<file path="src/rtl/uart_cmd_ctrl.sv">
// Command-frame parser between uart_rx and the SDRAM test controller; owns baud_sel.
// Latency: cmd_vld / baud_upd / err_* are registered and appear one cycle after the CS/offending byte.
// Backpressure: cmd_vld holds with stable fields until cmd_rdy; bytes arriving meanwhile are dropped (err_ovf).
//
// Ports:
//   clk, rst                 clock, synchronous active-high reset
//   rx_dout, rx_vld          received byte and its one-cycle strobe
//   cmd_vld, cmd_rdy         command handshake; cmd_wr/cmd_addr/cmd_wdata are its payload
//   baud_sel, baud_upd       baud select register and its one-cycle write pulse
//   err_csum/op/to/ovf       one-cycle error pulses
module uart_cmd_ctrl #(
  parameter int ADDR_BYTES = 3,
  parameter int DATA_BYTES = 2,
  parameter int TIMEOUT    = 100000,
  localparam int ADDR_W    = 8 * ADDR_BYTES,
  localparam int DATA_W    = 8 * DATA_BYTES
) (
  input  logic              clk,
  input  logic              rst,
  input  logic [7:0]        rx_dout,
  input  logic              rx_vld,
  output logic              cmd_vld,
  input  logic              cmd_rdy,
  output logic              cmd_wr,
  output logic [ADDR_W-1:0] cmd_addr,
  output logic [DATA_W-1:0] cmd_wdata,
  output logic [1:0]        baud_sel,
  output logic              baud_upd,
  output logic              err_csum,
  output logic              err_op,
  output logic              err_to,
  output logic              err_ovf
);

  localparam int MAX_BYTES = (ADDR_BYTES > DATA_BYTES) ? ADDR_BYTES : DATA_BYTES;
  localparam int CNT_W     = (MAX_BYTES > 1) ? $clog2(MAX_BYTES) : 1;
  localparam int TO_W      = $clog2(TIMEOUT + 1);

  localparam logic [7:0] SYNC_BYTE = 8'h55;
  localparam logic [7:0] OP_WRITE  = 8'h01;
  localparam logic [7:0] OP_READ   = 8'h02;
  localparam logic [7:0] OP_BAUD   = 8'h03;

  typedef enum logic [2:0] {
    S_IDLE,
    S_OP,
    S_ADDR,
    S_DATA,
    S_BAUD,
    S_CSUM,
    S_ISSUE
  } state_t;

  state_t             state, state_nx;
  logic [CNT_W-1:0]   byte_cnt;
  logic [TO_W-1:0]    to_cnt;
  logic [7:0]         cs;
  logic               is_wr;
  logic               is_baud;
  logic [ADDR_W-1:0]  addr_sh;
  logic [DATA_W-1:0]  data_sh;
  logic [1:0]         baud_sh;

  logic               in_frame;
  logic               to_hit;
  logic               op_bad;
  logic               csum_ok;
  logic               csum_bad;
  logic               ovf;

  assign cmd_vld  = (state == S_ISSUE);
  assign in_frame = (state != S_IDLE) && (state != S_ISSUE);

  // State register
  always_ff @(posedge clk) begin
    if (rst) begin
      state <= S_IDLE;
    end else begin
      state <= state_nx;
    end
  end

  // Next state and per-cycle event flags
  always_comb begin
    state_nx = state;
    op_bad   = 1'b0;
    csum_ok  = 1'b0;
    csum_bad = 1'b0;
    ovf      = 1'b0;
    // A byte arriving on the limit cycle keeps the frame alive.
    to_hit   = in_frame && !rx_vld && (to_cnt == TO_W'(TIMEOUT - 1));

    case (state)
      S_IDLE: begin
        if (rx_vld && rx_dout == SYNC_BYTE) state_nx = S_OP;
      end
      S_OP: begin
        if (rx_vld) begin
          if (rx_dout == OP_WRITE || rx_dout == OP_READ) begin
            state_nx = S_ADDR;
          end else if (rx_dout == OP_BAUD) begin
            state_nx = S_BAUD;
          end else begin
            op_bad   = 1'b1;
            state_nx = S_IDLE;
          end
        end
      end
      S_ADDR: begin
        if (rx_vld && byte_cnt == CNT_W'(ADDR_BYTES - 1)) begin
          state_nx = is_wr ? S_DATA : S_CSUM;
        end
      end
      S_DATA: begin
        if (rx_vld && byte_cnt == CNT_W'(DATA_BYTES - 1)) state_nx = S_CSUM;
      end
      S_BAUD: begin
        if (rx_vld) state_nx = S_CSUM;
      end
      S_CSUM: begin
        if (rx_vld) begin
          if (rx_dout == cs) begin
            csum_ok  = 1'b1;
            state_nx = is_baud ? S_IDLE : S_ISSUE;
          end else begin
            csum_bad = 1'b1;
            state_nx = S_IDLE;
          end
        end
      end
      S_ISSUE: begin
        // Bytes are dropped here, including on the handshake cycle.
        ovf = rx_vld;
        if (cmd_rdy) state_nx = S_IDLE;
      end
      default: state_nx = S_IDLE;
    endcase

    if (to_hit) state_nx = S_IDLE;
  end

  // Frame datapath, shadows and registered outputs
  always_ff @(posedge clk) begin
    if (rst) begin
      byte_cnt  <= '0;
      to_cnt    <= '0;
      cs        <= '0;
      is_wr     <= 1'b0;
      is_baud   <= 1'b0;
      addr_sh   <= '0;
      data_sh   <= '0;
      baud_sh   <= '0;
      cmd_wr    <= 1'b0;
      cmd_addr  <= '0;
      cmd_wdata <= '0;
      baud_sel  <= '0;
      baud_upd  <= 1'b0;
      err_csum  <= 1'b0;
      err_op    <= 1'b0;
      err_to    <= 1'b0;
      err_ovf   <= 1'b0;
    end else begin
      baud_upd <= 1'b0;
      err_csum <= csum_bad;
      err_op   <= op_bad;
      err_to   <= to_hit;
      err_ovf  <= ovf;

      if (rx_vld || !in_frame || to_hit) begin
        to_cnt <= '0;
      end else begin
        to_cnt <= to_cnt + TO_W'(1);
      end

      // Counter restarts at every field boundary.
      if (state_nx != state) begin
        byte_cnt <= '0;
      end else if (rx_vld && (state == S_ADDR || state == S_DATA)) begin
        byte_cnt <= byte_cnt + CNT_W'(1);
      end

      if (rx_vld) begin
        case (state)
          S_OP: begin
            cs      <= rx_dout;
            is_wr   <= (rx_dout == OP_WRITE);
            is_baud <= (rx_dout == OP_BAUD);
          end
          S_ADDR: begin
            cs      <= cs ^ rx_dout;
            addr_sh <= (addr_sh << 8) | ADDR_W'(rx_dout);
          end
          S_DATA: begin
            cs      <= cs ^ rx_dout;
            data_sh <= (data_sh << 8) | DATA_W'(rx_dout);
          end
          S_BAUD: begin
            cs      <= cs ^ rx_dout;
            baud_sh <= rx_dout[1:0];
          end
          default: ;
        endcase
      end

      if (csum_ok) begin
        if (is_baud) begin
          baud_sel <= baud_sh;
          baud_upd <= 1'b1;
        end else begin
          cmd_wr   <= is_wr;
          cmd_addr <= addr_sh;
          // Reads leave the previous write data in place.
          if (is_wr) cmd_wdata <= data_sh;
        end
      end
    end
  end

endmodule
</file>
<file path="config.mk">
export PLATFORM = sky130hd
export DESIGN_NAME = uart_cmd_ctrl
export DESIGN_NICKNAME = d
export VERILOG_FILES = /design/src/rtl/uart_cmd_ctrl.sv
export SDC_FILE = /design/constraint.sdc
export NUM_CORES = 1
export LEC_CHECK = 0
export ABC_AREA = 1
export CAP_MARGIN = 0
export CORE_MARGIN = 2
export CORE_UTILIZATION = 48
export DETAILED_ROUTE_END_ITERATION = 6
export GPL_TIMING_DRIVEN = 0
export HOLD_SLACK_MARGIN = 0.12
export PLACE_DENSITY = 0.7
export SYNTH_ARGS = -nofsm -noshare
export SYNTH_HDL_FRONTEND = slang
export SYNTH_SLANG_ARGS = --single-unit
</file>
<file path="constraint.sdc">
create_clock -name clk -period 2.2 [get_ports clk]
set_input_delay 0.22 -clock clk [delete_from_list [all_inputs] [get_ports clk]]
set_output_delay 0.22 -clock clk [all_outputs]
set_load 0.01 [all_outputs]
</file>
Yosys cells after proc, flatten, opt, wreduce, memory -nomap -nowiden --
Index checks and enable logic that the tools add are counted.
Word-level totals: word-level logic and storage cells 97, output and inout port bits 49, input port bits 12, register bits after elaboration 122
Operators by class: reduce and logical (&&, ||, !) cells 31, bitwise operators 9, $add $sub $neg 2, eq/ne operators 16, multiplexer cells 21
Operator list (number):
- $mux 3 | 13
- $or 24x8->24 | 1
- $pmux 3 s7 | 1
- $add 17x1->17 const B | 1
- $eq 17x17->1 const B | 1
- $eq 8x2->1 const B | 2
- $or 16x8->16 | 1
- $pmux 8 s2 | 1
- $reduce_and 2->1 | 7
- $eq 3x3->1 const B | 3
- $eq 8x1->1 const B | 1
- $eq 8x7->1 const B | 1
- $eq 8x8->1 | 1
- $reduce_or 2->1 | 4
- $xor 8x8->8 | 1
- $logic_and 1x1->1 | 7
- $eq 3x2->1 const B | 2
- $mux 1 | 6
- $not 1->1 | 6
- $reduce_or 3->1 | 2
- $logic_or 1x1->1 | 4
- $reduce_or 4->1 | 1
- $eq 3x1->1 const B | 1
- $logic_not 3->1 | 1
- other kinds (9) | 10

Depth between registers and ports, before layout --
Gate-level depths: netlist of the first run.
word-level depth 8, depth in mapped cells 14, depth with buffers taken out 14

Worst setup path after synthesis of the first run --
Ideal clock, no wire load.
kind register -> register, from register to_cnt[0], to register byte_cnt[0], cell stages (with the launch flop) 14, arrival time 1.501 ns, buffers on the path 0, library setup time 0.064 ns, data required time 2.136 ns, setup slack 0.635 ns, period minus slack after synthesis 1.565 ns, cells stage by stage dfxtp_1 -> ha_1 -> nand2_1 -> nor2_2 -> nand3_1 -> nor2_1 -> nand3_4 -> nand3_1 -> nand2_1 -> nor2_1 -> nand2_1 -> nor2_1 -> nand2_1 -> nor2_1
On the way: cells in the longest elaborated chain, start to end 5
Ends and longest elaborated chain:
- start: declaration | RTL line 56 | logic [TO_W-1:0] to_cnt;
- start signal: assignment | RTL line 172 | to_cnt <= to_cnt + TO_W'(1);
- $eq 17x17->1 | RTL line 91 | to_hit = in_frame && !rx_vld && (to_cnt == TO_W'(TIMEOUT - 1));
- $logic_and 1x1->1 | RTL line 91
- $mux 3 | RTL line 139 | if (to_hit) state_nx = S_IDLE;
- $ne 3x3->1 | RTL line 176 | if (state_nx != state) begin
- $reduce_or 2->1 (no line)
- end signal: assignment | RTL line 179 | byte_cnt <= byte_cnt + CNT_W'(1);
- end: declaration | RTL line 55 | logic [CNT_W-1:0] byte_cnt;
Every way passes these cells. A chain may end at the register's enable or synchronous reset.

Worst setup path in the final report of the first run --
from register state[0], to output port cmd_vld
On the way: cells in the longest elaborated chain, start to end 1
Ends and longest elaborated chain:
- start: declaration | RTL line 54 | state_t state, state_nx;
- start signal: assignment | RTL line 79 | state <= state_nx;
- $eq 3x3->1 | RTL line 71 | assign cmd_vld = (state == S_ISSUE);
- end: declaration | RTL line 22 | output logic cmd_vld,
Every way passes these cells.

==> reports/qor.csv, run 1 <==
metric,value,unit
nNetsFinal,755,
worstMarginPinSlew,0.5590,ns
crit_arrival,1.86,ns
cp_slowest_stage_delay,0.56,ns
clockBufferDepth,2,
fin_area,6445,sq um
dieArea,11340,sq um
startpoint_type,flop,
ant_nets,0,
power.total,5.322,mW
post-cts-setup-buffers,0,
grt_pass1_vias,4283,
ir_worst_vdd,0.5282,mV
path_cells,inv_1 -> nand3_1 -> inv_1 -> clkdlybuf4s50_1,
seqPwrFrac,41.5,%
htreeDepth,4,
end_kind,output pin,
hp-class,primary input to flop,
synth_area,5042,sq um
start_util,49.06,%
ff_latch_area,2442,sq um
dpl_cell_area,5803,sq um
clkTransAtPathRegs,0.06,ns
clock-root-buffer,clkbuf_8,
synth_seq_cells,122,
crit_family,buffers and inverters,
clkLatencyLatePin,0.52,ns
leakage,2.501,nW
status,"finished, final reports clean",
dieHeight,106.5,um
cts_tree,done,
min_period_over_period,94.66,%
pwr-share-comb,2.4,%
min_period,2.082,ns
port_buffers,59,
netlist_instances,662,
final_util,62.71,%
grt_max_degree,17,
route.vias.total,4662,
row_count,37,
antenna_found_initial,0,
rsz0062_at_grt,no,
critPathKind,flop to output pin,
slowest_stage,clkdlybuf4s50_1,
hold_violations,0,
p_per_area,825.8,nW/um^2
switching_share,19.89,%
p_int,4.263,mW
gr-total-overflow,0,
switchingPower,1.059,mW
area_growth,27.82,%
fin_setup_tns,0,ns
clkPwrFrac,56.1,%
drt-total-wl,12020,um
drc_errors,0,
yosysWarnings,0,
drt-initial-drc-count,278,
synthesis.nets,677,
die_x,106.5,um
setup_viol,0,
hpwl,8820,um
grt_usage,22.42,%
max_freq,480.2,MHz
avgViaCountPerCell,5.244,
syn_avg_cell_area,7.617,sq um
fillers,971,
ctsResizeCount,0,
grtUsageMet2,35.53,%
diodes,0,
cp_num_buf_inv,3,
slew_headroom,62.45,%
ioPinCount,61,
grt_most_used_layer,met2,
crit_path_frequent_cell,inv_1,
fp.coreArea,10280,sq um
drtPass1Iterations,5,
grt_pass1_wl,20210,um
slew_viol_final,0,
yosysSeqAreaShare,48.44,%
numCtsBuffers,17,
numClockSinks,122,
grtUsageMet3,5.395,%
cap_violations,0,
place_ws,-0.1024,ns
dp_cells,857,
fin_hold_ws,0.1551,ns
ctsHoldBuffers,0,
cp.required,1.98,ns
ys_types,40,
multi_input_area,2182,sq um
cp_max_fo,5,
wl_per_cell,13.52,um
finalClockSkew,0.006367,ns
drive_gt1_share,10.76,%
place_congestion,0.8959,
grt_use_met1,30.30,%
layoutNonFillerInstCount,889,
setup_ws,0.1175,ns
power by group through the flow:
stage / Sequential (mW) / Combinational (mW) / Clock [mW]
floorplan: 2.26 / 0.0683 / 0
global placement: 2.26 / 0.121 / 0
detailed placement: 2.26 / 0.123 / 0
CTS: 2.21 / 0.124 / 3.02
global route: 2.21 / 0.139 / 3.13
finish: 2.21 / 0.125 / 2.99
layout by cell type, fill, tap and decap left out, drive strengths merged:
master / netlist / routed
buf: 9 / 9
clkinv: 2 / 6
a211oi: 1 / 1
bufinv: 0 / 5
nor3b: 5 / 5
a31oi: 1 / 1
ha: 3 / 3
o211ai: 1 / 1
clkdlybuf4s50: 0 / 59
dfxtp: 122 / 122
nor2: 109 / 109
inv: 71 / 71
clkinvlp: 0 / 2
or2: 1 / 1
o21ai: 95 / 95
nor3: 13 / 13
nand4: 4 / 4
xor2: 5 / 5
nand2: 75 / 75
a22oi: 6 / 6
nand3b: 1 / 1
nor4: 9 / 9
clkbuf: 21 / 42
and3: 2 / 2
a21oi: 87 / 87
nand3: 19 / 19
layer usage:
layer | up-vias | part of all wire [%]
li1 | 2352 | -
met1 | 2169 | 45
met2 | 121 | 48
met3 | 20 | 5.6
met4 | 0 | 1.4
met5 | - | 0
worst register-to-register path, cell delays in order, from the launching register on:
cell,delay (ns)
dfxtp_1,0.35
ha_1,0.17
nand2_1,0.11
nor2_2,0.15
nand3_1,0.09
nor2_1,0.19
nand3_4,0.14
nand3_1,0.11
nand2_1,0.06
nor2_1,0.11
nand2_1,0.06
nor2_1,0.11
nand2_1,0.09
nor2_1,0.09
flip-flops by register name, summed over array words and instances (netlist names):
register / cells
cmd_wdata: 16
err_ovf: 1
cmd_wr: 1
byte_cnt: 2
err_csum: 1
err_to: 1
cs: 8
cmd_addr: 24
data_sh: 16
baud_sel: 2
state: 3
err_op: 1
is_wr: 1
to_cnt: 17
is_baud: 1
addr_sh: 24
baud_sh: 2
baud_upd: 1
Yosys cell counts:
cell,n,area share [%]
inv_2,12,0.89
o211ai_1,1,0.15
nor3_2,1,0.20
buf_6,2,0.45
o21ai_2,2,0.35
a31oi_1,1,0.12
nand3_2,1,0.20
nand2_4,1,0.22
nand4_1,4,0.50
a22oi_1,6,0.89
o21ai_0,79,7.8
buf_2,4,0.40
clkinv_2,1,0.099
nand3_4,1,0.35
clkbuf_1,19,1.4
nor3_1,12,1.2
nor3b_1,5,0.74
nand2_2,1,0.12
xor2_1,5,0.87
a21oi_1,74,7.3
clkbuf_2,2,0.20
and3_1,2,0.25
nor2_1,101,7.5
nand3_1,17,1.7
buf_4,2,0.30
dfxtp_1,122,48
nand3b_1,1,0.15
nor4_1,9,1.1
or2_0,1,0.12
nor2_2,6,0.74
clkinv_1,1,0.074
a21oi_2,13,2.3
nor2_4,1,0.22
nand2_1,73,5.4
inv_1,59,4.4
ha_1,3,0.74
a211oi_1,1,0.15
buf_1,1,0.074
o21ai_1,14,1.4
nor2_8,1,0.40
final cells by class:
cell class                 count  area share (%)
sequential                   122           37.90
multi-input combinational    437           33.86
timing repair buffer          59           9.163
clock buffer                  21           6.970
inverter                      73           4.271
clock inverter                11           2.990
tap                          136           2.640
buffer                        30           2.213
final timing paths:
| kind | from | endpoint | slack [ns] | cells after the start |
|---|---|---|---|---|
| max | state[0] | cmd_vld | 0.12 | 4 |
| min | rst | cs[2] | 0.16 | 2 |
| max reg2reg | to_cnt[0] | byte_cnt[0] | 0.31 | 13 |
| min reg2reg | to_cnt[0] | to_cnt[0] | 0.45 | 1 |
logic make-up (layout without fill, tap and decap cells):
kind of cell | after synthesis | after routing | synth area share [%]
buf+inv | 103 | 194 | 8.287
simple gates | 238 | 238 | 21.17
fa+ha+maj | 3 | 3 | 0.7445
flops | 122 | 122 | 48.44
compound gates | 191 | 191 | 20.50
xor+xnor | 5 | 5 | 0.8684
Power figures use the tool's default switching activity.
==> run 2, diff against run 1 <==
- HOLD_SLACK_MARGIN: 0.12 -> default
- REMOVE_ABC_BUFFERS: default -> 1
- SLEW_MARGIN: default -> 20
==> run 2 against run 1 <==
Critical path depth up 8. Clock-buffer cell count down 3. Sequential cell count unchanged. Fmax up 1.2%. Highest routed layer unchanged. Largest cell class unchanged. Core utilization down 0.45 points. Routed wire length down 3.7%. Largest power group unchanged. Clock power down 5%. Design area down 0.72%.
==> reports/qor.csv, run 2 (synthesis gave the netlist of run 1 again) <==
metric,value,unit,change
cp_slowest_stage_delay,0.66,ns,was 0.56 ns
port_buffers,60,,was 59
fp.coreArea,10280,sq um,unchanged
hold_end,state[2],,was cs[2]
seqPwrFrac,42.7,%,was 41.5%
htreeDepth,4,,unchanged
r2r_cells,12,,was 13
drc_errors,0,,unchanged
route.vias.total,4457,,was 4662
startpoint,rx_dout[7],,was state[0]
row_count,37,,unchanged
setup_ws,0.1413,ns,was 0.1175 ns
r2r_start,cs[4],,was to_cnt[0]
leakage,2.448,nW,was 2.501 nW
p_per_area,808.9,nW/um^2,was 825.8 nW/um^2
dieHeight,106.5,um,unchanged
status,"finished, final reports clean",,unchanged
fillers,960,,was 971
hp-class,primary input to flop,,unchanged
p_int,4.031,mW,was 4.263 mW
drive_gt1_share,11.63,%,was 10.76%
ioPinCount,61,,unchanged
end_kind,flop,,was output pin
ir_worst_vdd,0.4914,mV,was 0.5282 mV
grt_pass1_vias,4243,,was 4283
layout_common_cells,"dfxtp_1 (122), nor2_1 (101), o21ai_0 (79), a21oi_1 (74), nand2_1 (73)",,unchanged
cp.required,2.64,ns,was 1.98 ns
nNetsFinal,733,,was 755
grt_max_degree,70,,was 17
dpl_cell_area,5692,sq um,was 5803 sq um
pwr-share-comb,2.3,%,was 2.4%
clockBufferDepth,2,,unchanged
drt-total-wl,11580,um,was 12020 um
drtPass1Iterations,4,,was 5
setup_viol,0,,unchanged
area_growth,26.90,%,was 27.82%
die_x,106.5,um,unchanged
hold_path_depth,2,,unchanged
clkTransAtPathRegs,0.06,ns,about the same
clkPwrFrac,55.0,%,was 56.1%
hold_violations,0,,unchanged
largest_registers,"addr_sh (24), cmd_addr (24), to_cnt (17)",,unchanged
start_util,49.06,%,unchanged
grt_pass1_wl,19550,um,was 20210 um
max_freq,485.7,MHz,was 480.2 MHz
fin_area,6399,sq um,was 6445 sq um
critPathKind,primary input to flop,,was flop to output pin
path_cells,clkdlybuf4s50_1 -> nand2_1 -> nand2_1 -> nand2_1 -> nor2_1 -> nand3_2 -> inv_4 -> nand2_8 -> nor2_8 -> buf_4 -> o21ai_0 -> a21oi_1,,was inv_1 -> nand3_1 -> inv_1 -> clkdlybuf4s50_1
slowest_stage,clkdlybuf4s50_1,,unchanged
crit_arrival,2.50,ns,was 1.86 ns
wl_per_cell,13.35,um,was 13.52 um
rsz0062_at_grt,no,,unchanged
grt_usage,21.50,%,was 22.42%
cts_tree,done,,unchanged
min-delay-start,rst,,unchanged
cp_num_buf_inv,3,,unchanged
slew_viol_final,0,,unchanged
numClockSinks,122,,unchanged
startpoint_type,primary input,,was flop
diodes,0,,unchanged
switchingPower,1.145,mW,was 1.059 mW
ant_nets,0,,unchanged
cp_max_fo,27,,was 5
cap_violations,0,,unchanged
gr-total-overflow,0,,unchanged
r2r_slack,0.15,ns,was 0.31 ns
mostFrequentLayoutCell,dfxtp_1,,unchanged
timing.rr.end,cmd_wdata[15],,was byte_cnt[0]
min_period_over_period,93.58,%,was 94.66%
worstMarginPinSlew,0.6725,ns,was 0.5590 ns
hpwl,7413,um,was 8820 um
min_period,2.059,ns,was 2.082 ns
switching_share,22.13,%,was 19.89%
numCtsBuffers,17,,unchanged
place_congestion,0.8676,,was 0.8959
clock-root-buffer,clkbuf_8,,unchanged
fin_setup_tns,0,ns,unchanged
power.total,5.176,mW,was 5.322 mW
drt-initial-drc-count,175,,was 278
crit_family,buffers and inverters,,unchanged
avgViaCountPerCell,5.141,,was 5.244
crit_path_frequent_cell,nand2_1,,was inv_1
clkLatencyLatePin,0.51,ns,was 0.52 ns
antenna_found_initial,0,,unchanged
place_ws,-0.6925,ns,was -0.1024 ns
slew_headroom,55.12,%,was 62.45%
finalClockSkew,0.008949,ns,was 0.006367 ns
dieArea,11340,sq um,unchanged
[run 2: repair_timing]
action | in CTS | in global routing
hold buffers | 0 | 0
setup buffers | 2 | 2
resized for setup | 2 | 9
cloned | 1 | 1
setup endpoints to repair | 38 | 51
pin swaps | 2 | 2
[run 2: per-stage QoR]
step                      cells  hold slack (ns)  utilization, %
final                       867           0.1803           62.26
after global routing        867           0.1959           62.26
after CTS                   864           0.3822           61.87
after detailed placement    829           0.4375           55.38
after global placement      828           0.4237           55.17
after floorplan             632           0.2891               -
[run 2: worst max-delay path by stage]
stage / slack, ns / cells past startpoint / end
after floorplan: -0.13 / 5 / to_cnt[15]
after global routing: 0.02 / 12 / cmd_wdata[5]
after CTS: 0.004 / 9 / cmd_wdata[0]
final: 0.14 / 12 / cmd_wdata[15]
after detailed placement: -0.69 / 11 / cmd_wdata[0]
after global placement: -2.58 / 6 / to_cnt[15]
[run 2: metal layers]
layer / part of all wire [%] / up-vias / GRT usage [%]
met3: 3.4 / 17 / 3.924
met5: 0 / - / 0
li1: - / 2311 / -
met1: 46 / 2052 / 26.48
met2: 48 / 77 / 36.77
met4: 1.7 / 0 / 9.369
[run 2: power groups by stage]
stage	Sequential [mW]	Clock (mW)	Combinational, mW
finish	2.21	2.85	0.118
global route	2.21	2.99	0.134
CTS	2.21	2.89	0.117
detailed placement	2.26	0	0.117
global placement	2.26	0	0.114
floorplan	2.26	0	0.0577
[run 2: layout make-up]
type	instances	area (sq um)	share of cell area [%]
flip-flops and latches	122	2442	38.17
well taps	136	170.2	2.659
inverters	73	280.3	4.380
clock inverters	14	183.9	2.874
multi-input cells	439	2223	34.75
clock buffers	18	427.9	6.688
repair buffers	65	670.6	10.48
